`config.mk`:
```
export PLATFORM = sky130hd
export DESIGN_NAME = demux1_4_tdm
export DESIGN_NICKNAME = d
export VERILOG_FILES = /design/src/rtl/demux_pkg.sv /design/src/rtl/demux1_4_tdm_dec2_4.sv /design/src/rtl/demux1_4_tdm.sv
export SDC_FILE = /design/constraint.sdc
export NUM_CORES = 1
export LEC_CHECK = 0
export ABC_AREA = 1
export BUFFER_PORTS_ARGS = -buffer_cell sky130_fd_sc_hd__buf_2
export CAP_MARGIN = 20
export CORE_AREA = 2 2 46 48
export DETAILED_ROUTE_END_ITERATION = 10
export DIE_AREA = 0 0 48 50
export GPL_ROUTABILITY_DRIVEN = 0
export PLACE_DENSITY = 0.43
export SYNTH_ARGS = -nofsm -noshare
export SYNTH_HDL_FRONTEND = slang
export SYNTH_SLANG_ARGS = --single-unit
```
`constraint.sdc`:
```
create_clock -name clk -period 1 [get_ports clk]
set_input_delay 0.05 -clock clk [delete_from_list [all_inputs] [get_ports clk]]
set_output_delay 0.05 -clock clk [all_outputs]
set_load 0.005 [all_outputs]
```
`src/rtl/demux_pkg.sv`:
```
// Shared types and frame geometry for the 1:4 TDM demultiplexer.
// Define DEMUX_PARITY_EN to append an even-parity slot to every frame.
package demux_pkg;

`ifdef DEMUX_PARITY_EN
    localparam int unsigned N_SLOTS = 5;
`else
    localparam int unsigned N_SLOTS = 4;
`endif

    localparam int unsigned SLOT_W = $clog2(N_SLOTS);

    typedef logic [0:0] state_t;
    localparam state_t IDLE = 1'b0;
    localparam state_t RECV = 1'b1;

endpackage

```
`src/rtl/demux1_4_tdm_dec2_4.sv`:
```
// Slot-index decoder: one-hot write enable for the slot being received, gated by en.
module dec2_4 #(
    parameter int unsigned N  = 4,
    parameter int unsigned SW = 2
) (
    input  logic [SW-1:0] sel_i,
    input  logic          en_i,
    output logic [N-1:0]  we_o
);

    always_comb begin
        we_o = '0;
        for (int unsigned i = 0; i < N; i++) begin
            if (en_i && (sel_i == SW'(i))) we_o[i] = 1'b1;
        end
    end

endmodule

```
`src/rtl/demux1_4_tdm.sv`:
```
// Receive end of the 4-slot serial link: aligns on sof and rebuilds a..d from shadow registers.
// Build option DEMUX_PARITY_EN adds a fifth, even-parity slot checked before outputs update.
module demux1_4_tdm
    import demux_pkg::*;
#(
    parameter int unsigned W = 1
) (
    input  logic              clk,
    input  logic              rst_n,
    input  logic [W-1:0]      in,
    input  logic              en,
    input  logic              sof,
    output logic [W-1:0]      a,
    output logic [W-1:0]      b,
    output logic [W-1:0]      c,
    output logic [W-1:0]      d,
    output logic              valid,
    output logic [SLOT_W-1:0] S,
    output logic              err
);

    state_t              state_q, state_d;
    logic [SLOT_W-1:0]   s_q, s_d;
    logic [W-1:0]        a_q, a_d, b_q, b_d, c_q, c_d, d_q, d_d;
    logic                valid_q, valid_d, err_q, err_d;
    logic [W-1:0]        shadow_q [N_SLOTS-1];

    logic [N_SLOTS-1:0]  we;
    logic [N_SLOTS-2:0]  sh_we;
    logic                rx, frame_done;

    assign rx = (state_q == RECV);

    // A sof always restarts at slot 0, so the decoder sees index 0 whenever sof is up.
    dec2_4 #(
        .N  (N_SLOTS),
        .SW (SLOT_W)
    ) u_dec (
        .sel_i (sof ? '0 : s_q),
        .en_i  (en),
        .we_o  (we)
    );

    always_comb begin
        for (int unsigned i = 0; i < N_SLOTS - 1; i++) begin
            sh_we[i] = we[i] & (sof | rx);
        end
    end

    assign frame_done = we[N_SLOTS-1] & rx;

    always_comb begin
        state_d = state_q;
        s_d     = s_q;
        a_d     = a_q;
        b_d     = b_q;
        c_d     = c_q;
        d_d     = d_q;
        valid_d = 1'b0;
        err_d   = 1'b0;
        if (en) begin
            if (sof) begin
                state_d = RECV;
                s_d     = SLOT_W'(1);
                err_d   = rx;
            end else if (frame_done) begin
                state_d = IDLE;
                s_d     = '0;
`ifdef DEMUX_PARITY_EN
                if (^{shadow_q[0], shadow_q[1], shadow_q[2], shadow_q[3], in} == 1'b0) begin
                    a_d     = shadow_q[0];
                    b_d     = shadow_q[1];
                    c_d     = shadow_q[2];
                    d_d     = shadow_q[3];
                    valid_d = 1'b1;
                end else begin
                    err_d   = 1'b1;
                end
`else
                a_d     = shadow_q[0];
                b_d     = shadow_q[1];
                c_d     = shadow_q[2];
                d_d     = in;
                valid_d = 1'b1;
`endif
            end else if (rx) begin
                s_d = s_q + SLOT_W'(1);
            end
        end
    end

    always_ff @(posedge clk or negedge rst_n) begin
        if (!rst_n) begin
            state_q <= IDLE;
            s_q     <= '0;
            a_q     <= '0;
            b_q     <= '0;
            c_q     <= '0;
            d_q     <= '0;
            valid_q <= 1'b0;
            err_q   <= 1'b0;
            for (int unsigned i = 0; i < N_SLOTS - 1; i++) shadow_q[i] <= '0;
        end else begin
            state_q <= state_d;
            s_q     <= s_d;
            a_q     <= a_d;
            b_q     <= b_d;
            c_q     <= c_d;
            d_q     <= d_d;
            valid_q <= valid_d;
            err_q   <= err_d;
            for (int unsigned i = 0; i < N_SLOTS - 1; i++) begin
                if (sh_we[i]) shadow_q[i] <= in;
            end
        end
    end

    assign a     = a_q;
    assign b     = b_q;
    assign c     = c_q;
    assign d     = d_q;
    assign valid = valid_q;
    assign err   = err_q;
    assign S     = s_q;

endmodule

```
==> flow_summary_export.csv <==
group,metric,value,unit
job,cap_violations,0,
logic_synthesis,yosysSeqAreaShare,57.6,%
setup_path,crit_type,"flop to flop",
detailed_routing,drc_errors,0,
global_routing,grt-ovfl-total,0,
detailed_routing,first_pass_iters,4,
detailed_routing,drt_iter0_drc,5,
logic_synthesis,ys_ff_latch,12,
logic_synthesis,muxShareOfSynthArea,0,%
timing,finalSetupViolCount,0,
setup_path,arrival,1.14,ns
setup_path,r2r_cells,5,
logic_synthesis,syn_nets,64,
setup_path,start_kind,"flop",
floorplan,die_area,2400,µm²
clocking,cts_made_buffers,3,
clocking,clk_path_buf_depth,2,
placement,placed_cell_area,616,µm²
detailed_routing,num_vias,435,
final_layout,area_delta_synth_final,28.3,%
setup_path,worstSetupEndpoint,"shadow_q[1]",
hold_path,hp-class,"primary input to flop",
hold_path,worstHoldPathCells,3,
floorplan,die_w,48,µm
clocking,clk_latency,0.28,ns
timing,drv_slew,0,
final_layout,n_fill_cell,209,
logic_synthesis,synth-compound-area-share,5.76,%
final_layout,final_util,35.2,%
timing,fin_crit_sh,96.9,%
logic_synthesis,synth_top_area_share,57.6,%
logic_synthesis,synth_xor_area_share,0,%
setup_path,cp_max_fo,6,
clocking,clock_sinks,12,
detailed_routing,viasPerCell,4.22,
setup_path,r2r-start,"S[0]",
power_and_ir_drop,peakVddDrop,0.000845,V
timing,holdWs,0.0323,ns
floorplan,rows,16,
power_and_ir_drop,p_int,1140,µW
floorplan,start_util,27.4,%
logic_synthesis,netlist_area,522,µm²
setup_path,rrSetupSlack,0.03,ns
clocking,clockRootBuffer,"clkbuf_4",
power_and_ir_drop,p_leak,0.000365,µW
detailed_routing,antenna_left,0,
final_layout,diodes,0,
logic_synthesis,synthCells,59,
placement,dp_hpwl,763,µm
setup_path,critPathLaunch,"S[0]",
detailed_routing,routedWlPerCell,10.3,µm
power_and_ir_drop,seq_power_share,45.5,%
power_and_ir_drop,power_density,2700,nW/µm²
final_layout,drive_gt1_share,30.3,%
logic_synthesis,yosys_warnings,0,
floorplan,core,1900,µm²
timing,final.setup_skew,0.000824,ns
power_and_ir_drop,combPwrFrac,32.6,%
clocking,cts_setup_buffers,0,
clocking,path_clk_slew,0.08,ns
final_layout,final_design_area_no_fill,669,µm²
timing,final_hold_viol_count,0,
logic_synthesis,synth_top_family_by_area,"simple AND/OR/NAND/NOR gates",
timing,slew_headroom,81.7,%
logic_synthesis,synth_simple_gate_area_share,32.4,%
logic_synthesis,synth.largest_area_cell,"dfrtp_1",
clocking,ctsHtreeMaxLevel,1,
logic_synthesis,yosys.area_share.adder,0,%
clocking,cts_tree,"built",
global_routing,grt_pass1_wl,1730,µm
global_routing,grt_pass1_vias,414,
global_routing,gr-usage-all-layers,10.8,%
global_routing,antenna_found_initial,0,
timing,rsz0062_at_grt,"yes",
setup_path,r2r_end,"shadow_q[1]",
detailed_routing,wl,1060,µm
timing,tightest_slew,0.275,ns
timing,period_needed,0.969,ns
floorplan,die_h,50,µm
power_and_ir_drop,p_switching,665,µW
floorplan,ios,13,
logic_synthesis,yosysUniqueCellTypes,10,
setup_path,cp-end-kind,"flop",
setup_path,required,1.18,ns
power_and_ir_drop,power_frac_clock,21.9,%
status,outcome,"finished, final reports clean",
placement,io_buffers,12,
power_and_ir_drop,sw_frac_of_total,36.8,%
logic_synthesis,synth_area_leaders,"dfrtp_1 (58%), nand2_1 (15%), o21ai_0 (5.8%)",
hold_path,min_from,"in",
power_and_ir_drop,finalPower,1810,µW
global_routing,grt_max_degree,13,
logic_synthesis,syn_avg_cell_area,8.84,µm²
timing,timing.fmax,1.03,GHz
final_layout,fin_nets,82,
## registers in the layout, summed over array words and instances, names as in the netlist
signal / cells
d: 1
S: 2
shadow_q: 3
a: 1
rx: 1
c: 1
err: 1
valid: 1
b: 1
## cells in the mapped netlist
| cell type | instances |
|---|---|
| dfrtp_1 | 12 |
| inv_1 | 6 |
| nand3_4 | 1 |
| o21ai_0 | 6 |
| nand2_2 | 2 |
| nand4_1 | 3 |
| nand3_1 | 3 |
| nor2_1 | 4 |
| nand2_1 | 21 |
| nor2_4 | 1 |
## per-layer routing
metal | track usage [%] | up-vias | wire (µm)
li1 | - | 221 | -
met1 | 12.8 | 199 | 504
met2 | 15.6 | 10 | 485
met3 | 2.20 | 5 | 29
met4 | 9.46 | 0 | 43
met5 | 0 | - | 0
## final cells by class
type	instances	area (µm²)	share of cell area, %
clock buffer	4	36.3	5.42
inverter	6	22.5	3.36
multi-input combinational	41	206	30.8
sequential	12	300	44.9
tap	27	33.8	5.05
timing repair buffer	13	70.1	10.5
## critical path, cell delays in order (launching register included)
cell and delay [ns]:
dfrtp_1 0.43, nand2_1 0.16, inv_1 0.10, nand3_1 0.07, nand2_1 0.06, nand2_1 0.04
## power groups by stage
stage	logic (µW)	clock network (µW)	registers (µW)
after detailed placement	582	0	821
final	589	396	822
after global routing	696	427	846
after floorplan	347	0	827
after CTS	588	409	812
after global placement	580	0	821
## what timing repair did
item	CTS	global route
gates resized for setup	0	6
setup endpoints to repair	0	5
endpoints found under the hold margin	12	0
hold buffers	1	0
## per-stage QoR
stage               setup slack (ns)  instances  setup TNS (ns)
finish                        0.0308        103               0
global route                 -0.0331        103         -0.0805
CTS                           0.0239        103               0
detailed placement            0.0392         98               0
global placement              0.0545         98               0
floorplan                      0.102         59               0
## kinds of logic (layout without fill, tap and decap cells)
logic type | after synthesis | after routing
buf+inv | 6 | 23
compound gates | 6 | 6
simple gates | 35 | 35
flops | 12 | 12
## cell usage in the layout (no fill, tap or decap)
cell / Yosys / layout
nand3_1: 3 / 3
nand3_4: 1 / 1
nand4_1: 3 / 3
clkbuf_8: 0 / 1
nand2_1: 21 / 19
nor2_2: 0 / 1
inv_1: 6 / 6
nor2_1: 4 / 3
dlygate4sd3_1: 0 / 1
o21ai_1: 0 / 3
dfrtp_1: 12 / 12
buf_2: 0 / 12
nand2_2: 2 / 4
clkbuf_4: 0 / 3
o21ai_0: 6 / 3
nor2_4: 1 / 1
## how the worst min path moves through the flow
stage,to,slack (ns)
2_1_floorplan,S[0],-0.25
3_3_place_gp,err,-0.05
3_5_place_dp,err,-0.05
4_1_cts,d,0.04
5_1_grt,d,0.05
6_report,d,0.03
Power figures use the tool's default switching activity.
